[src/rtl/adc_spi_in.sv]
// SPI mode-0 slave receiver: oversamples CS/SCK/MOSI in the fabric clock domain
// and delivers each completed two-word frame as parallel registers plus a one-cycle strobe.
module adc_spi_in #(
    parameter int DATA_WIDTH  = 16,
    parameter int SYNC_STAGES = 2
) (
    input  logic                  i_clock,
    input  logic                  i_reset,
    input  logic                  i_SPI_CS,
    input  logic                  i_SPI_clock,
    input  logic                  i_SPI_data,
    output logic [DATA_WIDTH-1:0] o_data0,
    output logic [DATA_WIDTH-1:0] o_data1,
    output logic                  o_data_received
);

    localparam int FRAME_BITS = 2 * DATA_WIDTH;
    localparam int CNT_W      = $clog2(FRAME_BITS + 1);

    logic [SYNC_STAGES-1:0] cs_sync_q;
    logic [SYNC_STAGES-1:0] sck_sync_q;
    logic [SYNC_STAGES-1:0] mosi_sync_q;
    logic                   sck_prev_q;

    logic                   cs_s;
    logic                   sck_s;
    logic                   mosi_s;
    logic                   sck_rise;

    logic [CNT_W-1:0]       bit_cnt_q,  bit_cnt_d;
    logic [FRAME_BITS-1:0]  shift_q,    shift_d;
    logic [DATA_WIDTH-1:0]  data0_q,    data0_d;
    logic [DATA_WIDTH-1:0]  data1_q,    data1_d;
    logic                   strobe_q,   strobe_d;

    // CS synchronizer resets to the idle (deasserted) level so a reset never looks like a frame start
    always_ff @(posedge i_clock) begin
        if (i_reset) begin
            cs_sync_q   <= '1;
            sck_sync_q  <= '0;
            mosi_sync_q <= '0;
            sck_prev_q  <= 1'b0;
        end else begin
            cs_sync_q   <= {cs_sync_q[SYNC_STAGES-2:0],   i_SPI_CS};
            sck_sync_q  <= {sck_sync_q[SYNC_STAGES-2:0],  i_SPI_clock};
            mosi_sync_q <= {mosi_sync_q[SYNC_STAGES-2:0], i_SPI_data};
            sck_prev_q  <= sck_sync_q[SYNC_STAGES-1];
        end
    end

    assign cs_s     = cs_sync_q[SYNC_STAGES-1];
    assign sck_s    = sck_sync_q[SYNC_STAGES-1];
    assign mosi_s   = mosi_sync_q[SYNC_STAGES-1];
    assign sck_rise = sck_s & ~sck_prev_q;

    always_comb begin
        bit_cnt_d = bit_cnt_q;
        shift_d   = shift_q;
        data0_d   = data0_q;
        data1_d   = data1_q;
        strobe_d  = 1'b0;
        if (cs_s) begin
            bit_cnt_d = '0;
        end else if (sck_rise && (bit_cnt_q < CNT_W'(FRAME_BITS))) begin
            shift_d   = {shift_q[FRAME_BITS-2:0], mosi_s};
            bit_cnt_d = bit_cnt_q + 1'b1;
            // Publish from the next-state shift value so the final bit lands in this same cycle
            if (bit_cnt_q == CNT_W'(FRAME_BITS - 1)) begin
                data0_d  = shift_d[FRAME_BITS-1:DATA_WIDTH];
                data1_d  = shift_d[DATA_WIDTH-1:0];
                strobe_d = 1'b1;
            end
        end
    end

    always_ff @(posedge i_clock) begin
        if (i_reset) begin
            bit_cnt_q <= '0;
            shift_q   <= '0;
            data0_q   <= '0;
            data1_q   <= '0;
            strobe_q  <= 1'b0;
        end else begin
            bit_cnt_q <= bit_cnt_d;
            shift_q   <= shift_d;
            data0_q   <= data0_d;
            data1_q   <= data1_d;
            strobe_q  <= strobe_d;
        end
    end

    assign o_data0         = data0_q;
    assign o_data1         = data1_q;
    assign o_data_received = strobe_q;

endmodule

[config.mk]
export PLATFORM = sky130hd
export DESIGN_NAME = adc_spi_in
export DESIGN_NICKNAME = d
export VERILOG_FILES = /design/src/rtl/adc_spi_in.sv
export SDC_FILE = /design/constraint.sdc
export NUM_CORES = 1
export LEC_CHECK = 0
export CORE_UTILIZATION = 31
export CTS_CLUSTER_SIZE = 40
export DETAILED_ROUTE_END_ITERATION = 6
export PLACE_DENSITY = 0.54
export SLEW_MARGIN = 10
export SYNTH_ARGS = -nofsm -noshare
export SYNTH_HDL_FRONTEND = slang
export SYNTH_SLANG_ARGS = --single-unit
[constraint.sdc]
create_clock -name i_clock -period 3.49 [get_ports i_clock]
set_input_delay 0.698 -clock i_clock [delete_from_list [all_inputs] [get_ports i_clock]]
set_output_delay 0.698 -clock i_clock [all_outputs]
set_load 0.02 [all_outputs]
[Word-level counts from Yosys, hierarchy flattened]
Index checks and enable logic that the tools add are counted.
Widths: inputs -> output; s select.
Word-level totals
  bits in registers: 77
  input bits: 5
  logic and storage cells: 22
Cells by class
  add/subtract/negate cells: 1
  order comparisons: 1
  eq/ne operators: 1
  muxes and demuxes: 1
  bitwise operators: 4
  reduce and logical (&&, ||, !) cells: 5
Operators by type and width (number)
  $add 6x1->6 const B: 1
  $eq 6x5->1 const B: 1
  $lt 6x6->1 const B: 1
  $not 1->1: 3
  $reduce_and 3->1: 1
  $reduce_or 3->1: 1
  $reduce_and 2->1: 1
  $reduce_or 2->1: 1
  $and 1x1->1: 1
  $logic_and 1x1->1: 1
  $mux 1: 1

[Depth between registers and ports, before layout]
Gate-level depths: netlist of run 1.
  word-level depth: 5
  mapped depth: 5

[Worst setup path after synthesis of run 1]
No wires, ideal clock.
  path type: input port to flip-flop
  start: input port i_reset
  end: register shift_q[10]
  arrival: 1.502 ns
  setup slack: 1.856 ns
  stages: 4
  buffers on the path: 3
  path through: clkbuf_1 clkbuf_1 clkbuf_1 a21oi_1
RTL lines
  start, declared: RTL line 8  | input logic i_reset,
  end signal, assigned: RTL line 85  | shift_q <= shift_d;
  end, declared: RTL line 31  | logic [FRAME_BITS-1:0] shift_q, shift_d;
No word-level cell between the ends.

[Final worst setup path of run 1]
  start: register bit_cnt_q[5]
  end: register data1_q[8] (netlist: o_data1[8])
Between the ends
  word-level cells in the longest chain between the ends: 3
Ends and longest elaborated chain
  start, declared: RTL line 30  | logic [CNT_W-1:0] bit_cnt_q, bit_cnt_d;
  start signal, assigned: RTL line 84  | bit_cnt_q <= bit_cnt_d;
  $lt 6x6->1: RTL line 64  | end else if (sck_rise && (bit_cnt_q < CNT_W'(FRAME_BITS))) begin
  $logic_and 1x1->1: RTL line 64
  $reduce_and 3->1 (no line) *
  end signal, assigned: RTL line 87  | data1_q <= data1_d;
  end, declared: RTL line 33  | logic [DATA_WIDTH-1:0] data1_q, data1_d;
Mark *: on every way between the ends. The rest lies on a longest branch, timed or not.
A chain may end at the register's enable or synchronous reset.

==> reports/qor.csv, run 1 <==
stage,metric,value,unit
status,status,finished clean,
pwr,ir_drop,0.230,mV
critical_path,cp_max_fo,32,
clock_network,cts_setup_buffers,0,
floorplan,fp-row-count,35,
critical_path,crit_path_max_incr_delay,600,ps
logic_synthesis,yosysTopAreaCell,dfxtp_1,
logic_synthesis,syn_area_per_cell,9.27,um^2
critical_path,arrival,2320,ps
global_routing,grt_max_degree,58,
logic_synthesis,syn_area,0.00299,mm^2
logic_synthesis,synthCells,323,
global_routing,grt_pass1_vias,1950,
drt,dr.first_iter.drc_count,72,
sta,clock_skew,6.61,ps
placed_design,dp_hpwl,3020,um
critical_path,r2r-start,bit_cnt_q[5],
sta,fin_crit,2050,ps
logic_synthesis,synth_top_area_share,0.515,
placed_design,place_congestion,0.686,
floorplan,start_util,0.322,
final_layout,layout_common_cells,"dfxtp_1, nand2b_1, nand2_1",
final_layout,nNetsFinal,357,
final_layout,drive_gt1_frac,0.0648,
sta,final_max_slew_viol_count,0,
floorplan,die_y,100,um
critical_path,crit_slowest_cell,nor2_8,
sta,tightest_slew,701,ps
clock_network,cts-buffers-inserted,9,
final_layout,final_common_cell,dfxtp_1,
logic_synthesis,synthesis.nets,329,
placed_design,io_buffers,37,
drt,wl_met3,194,um
global_routing,grt_remaining_overflow,0,
floorplan,die_w,100,um
sta,tns,0,ps
final_layout,fin_util,0.391,
floorplan,fp.dieArea,0.0101,mm^2
logic_synthesis,synth_cell_types,25,
sta,hold_viol_final,0,
clock_network,cts_max_path_buffers,2,
logic_synthesis,ys_warn_count,0,
hold_path,hold_class,register to register,
pwr,leakage,1.13,nW
critical_path,critPathLaunch,bit_cnt_q[5],
drt,highest_layer,met4,
global_routing,antenna_found_initial,0,
floorplan,coreArea,0.00928,mm^2
drt,wire_per_inst,10.5,um
sta,slew_headroom,0.532,
clock_network,cts_resized,0,
pwr,power_density,428,mW/mm^2
sta,rsz0062_at_grt,no,
clock_network,cts-root-buf,clkbuf_8,
logic_synthesis,synth-seq-cells,77,
critical_path,end_kind,register,
drt,met2_length,2310,um
critical_path,required,3760,ps
drt,via_per_inst,4.30,
logic_synthesis,netlist_top_cells_area,"dfxtp_1, nand2b_1, mux2i_1",
drt,drt-pass1-iter-count,4,
drt,drc,0,
clock_network,path_clk_slew,70,ps
sta,whs,413,ps
critical_path,crit_chain,or4b_1 -> buf_4 -> nor2_8 -> mux2i_1,
logic_synthesis,synth-seq-area-share,0.515,
sta,setup_viol,0,
critical_path,setup.worst_path.start_class,register,
drt,wl_met1,2480,um
sta,fmax,487,MHz
floorplan,io_pins,38,
final_layout,antenna_cells,0,
global_routing,grt_usage,0.110,
global_routing,grt_pass1_wl,8780,um
drt,ant_nets,0,
run,maxCapViolCount,0,
clock_network,clk_latency,340,ps
clock_network,htreeDepth,3,
final_layout,area_growth,21.3,%
critical_path,crit_type,register to register,
sta,period_share,0.588,
clock_network,cts.sinks,77,
clock_network,hold_buffers,0,
clock_network,cts_tree,yes,
drt,vias,2081,
drt,wirelength,5060,um
hold_path,hold_start,cs_sync_q[0],
-- synth_stat cells --
cell type and count:
ha_1 1, or4b_1 1, nand2_1 63, nand3_1 2
nor2b_1 5, or3b_1 1, nor4b_1 1, a21oi_1 33
xor2_1 1, nor2_1 4, or2_2 3, mux2i_1 33
nor3_1 2, buf_6 3, buf_2 1, nor4bb_1 1
nand4_1 1, dfxtp_1 77, nand2b_1 64, or3_1 2
o21a_1 1, clkbuf_1 19, xnor2_1 1, nor2_8 1
o21ai_0 2
-- layer usage --
layer | track usage | vias up
met4 | 0.0502 | 0
met1 | 0.131 | 949
li1 | - | 1097
met5 | 0 | -
met2 | 0.177 | 29
met3 | 0.0425 | 6
-- path summary, 6_finish.rpt --
path	endpoint	depth (start not counted)	slack [ps]
max	o_data1[8]	4	1440
min	cs_sync_q[1]	1	410
max reg2reg	o_data1[8]	4	1440
min reg2reg	cs_sync_q[1]	1	410
-- power breakdown --
part / leakage [nW] / total, W / internal [W] / switching [W]
Sequential: 0.621 / 0.000883 / 0.000881 / 0.00000187
Combinational: 0.415 / 0.0000388 / 0.0000197 / 0.0000191
Clock: 0.0919 / 0.000634 / 0.000323 / 0.000311
Total: 1.13 / 0.00156 / 0.00122 / 0.000332
-- worst max-delay path: cells and delay by family, from the launching register on --
kind | cells | cell delay (ps)
buf+inv | 1 | 260
flops | 1 | 350
mux | 1 | 260
simple gates | 2 | 1120
-- logic make-up after synthesis --
group | share of synthesized area
DFF | 0.515
and+or+nand+nor | 0.267
muxes | 0.110
adders and majority gates | 0.00418
buffers and inverters | 0.0368
xor gates and xnor gates | 0.00585
AOI/OAI and AO/OA | 0.0610
-- final cells by class --
cell class / count / area [um^2]
repair buffers: 40 / 400
clock buffers: 10 / 128
clock inverters: 5 / 52.6
fillers: 964 / 5650
well taps: 129 / 161
multi-input cells: 223 / 1350
flip-flops and latches: 77 / 1540
-- flip-flops by register name, indices dropped and copies added (netlist names) --
name	count
bit_cnt_q	6
cs_sync_q	2
mosi_sync_q	2
o_data0	16
o_data1	16
o_data_received	1
sck_prev_q	1
sck_sync_q	2
shift_q	31
-- metrics by stage --
step	instances	setup slack [ps]	total power (W)	instance area (um^2)
after floorplan	323	1860	0.000933	2990
after global placement	469	1420	0.000944	3450
after detailed placement	469	1400	0.000944	3450
after CTS	484	1380	0.00158	3630
after global routing	484	1270	0.00162	3630
final	484	1440	0.00156	3630
Note: power is estimated with default switching activity, not from simulation.
==> inputs of run 2 (changes only) <==
- clock period: 3.49 -> 2.05 ns (I/O delays scaled with it)
==> reports/qor.csv, run 2 (synthesized netlist as in run 1, its figures left out) <==
stage,metric,value,unit
drt,vias,2096,
sta,clock_skew,8.00,ps
clock_network,htreeDepth,3,
floorplan,fp.dieArea,0.0101,mm^2
final_layout,fillers,976,
drt,dr.first_iter.drc_count,58,
floorplan,die_y,100,um
final_layout,drive_gt1_frac,0.0752,
hold_path,hold_class,register to register,
sta,slew_headroom,0.781,
sta,fin_crit,1730,ps
final_layout,antenna_cells,0,
final_layout,nNetsFinal,360,
clock_network,cts-buffers-inserted,9,
critical_path,end_kind,primary output,
global_routing,antenna_found_initial,0,
drt,drc,0,
final_layout,largest_reg_flops,31,
sta,tightest_slew,329,ps
pwr,p_total,0.00285,W
clock_network,cts_resized,0,
critical_path,cp_max_fo,2,
status,status,finished clean,
sta,tns,0,ps
global_routing,grt_pass1_vias,2014,
clock_network,path_clk_slew,70,ps
pwr,ir_drop,0.275,mV
sta,final_max_slew_viol_count,0,
global_routing,grt_usage,0.112,
final_layout,area_growth,24.4,%
final_layout,top_register,shift_q,
global_routing,grt_remaining_overflow,0,
sta,setup_slack,321,ps
placed_design,dp_hpwl,3190,um
placed_design,place_congestion,0.733,
placed_design,io_buffers,37,
clock_network,cts_setup_buffers,0,
sta,period_share,0.843,
critical_path,crit_slowest_cell,clkdlybuf4s50_1,
pwr,power_density,765,mW/mm^2
critical_path,worst-path-buf-inv,1,
clock_network,cts-root-buf,clkbuf_8,
critical_path,crit_path_max_incr_delay,620,ps
floorplan,start_util,0.322,
critical_path,crit_family,buffers and inverters,
run,maxCapViolCount,0,
floorplan,fp-row-count,35,
drt,drt-pass1-iter-count,4,
drt,wire_per_inst,10.5,um
global_routing,grt_max_degree,55,
placed_design,pre_cts_slack,362,ps
placed_design,dp.cells,472,
sta,hold_viol_final,0,
global_routing,grt_pass1_wl,8850,um
critical_path,required,1640,ps
final_layout,layout_common_cells,"dfxtp_1, nand2b_1, nand2_1",
final_layout,stdcell_count,488,
floorplan,io_pins,38,
drt,via_per_inst,4.30,
pwr,leakage,1.18,nW
sta,fmax,579,MHz
sta,rsz0062_at_grt,no,
critical_path,crit_chain,clkdlybuf4s50_1,
final_layout,final_common_cell,dfxtp_1,
clock_network,hold_buffers,0,
clock_network,cts.sinks,77,
clock_network,clk_latency,350,ps
sta,setup_viol,0,
clock_network,cts_max_path_buffers,2,
critical_path,arrival,1320,ps
floorplan,die_w,100,um
critical_path,setup.worst_path.start_class,register,
floorplan,coreArea,0.00928,mm^2
drt,ant_nets,0,
drt,wirelength,5140,um
critical_path,crit_type,register to primary output,
clock_network,cts_tree,yes,
==> run 2: layer usage <==
metal,vias to the layer above,track usage,wire length (um)
met4,0,0.0669,134
met2,30,0.181,2260
met5,-,0,0
li1,1107,-,-
met1,947,0.133,2580
met3,12,0.0299,154
==> run 2: power breakdown <==
part           leakage (nW)  switching [W]  internal (W)
Sequential            0.621     0.00000310       0.00150
Clock                 0.116       0.000525      0.000749
Combinational         0.438      0.0000339     0.0000370
==> run 2: cell type report <==
cell class | count | area [um^2] | share of cell area
Multi-Input combinational cell | 223 | 1350 | 0.362
Tap cell | 129 | 161 | 0.0433
Clock inverter | 4 | 70.1 | 0.0188
Timing Repair Buffer | 43 | 448 | 0.120
Sequential cell | 77 | 1540 | 0.414
Clock buffer | 12 | 155 | 0.0417
==> run 2: stage by stage <==
stage / hold WS, ps / instance area [um^2] / util
4_1_cts: 411 / 3720 / 0.401
6_report: 421 / 3720 / 0.401
5_1_grt: 432 / 3720 / 0.401
2_1_floorplan: 389 / 2990 / -
3_5_place_dp: 403 / 3500 / 0.377
3_3_place_gp: 406 / 3500 / 0.377
==> run 2: path summary, 6_finish.rpt <==
check | startpoint | endpoint | slack (ps) | cells after the start
max | o_data1[0] | o_data1[0] | 320 | 1
min | cs_sync_q[0] | cs_sync_q[1] | 420 | 1
max reg2reg | bit_cnt_q[5] | o_data1[8] | 360 | 4
min reg2reg | cs_sync_q[0] | cs_sync_q[1] | 420 | 1
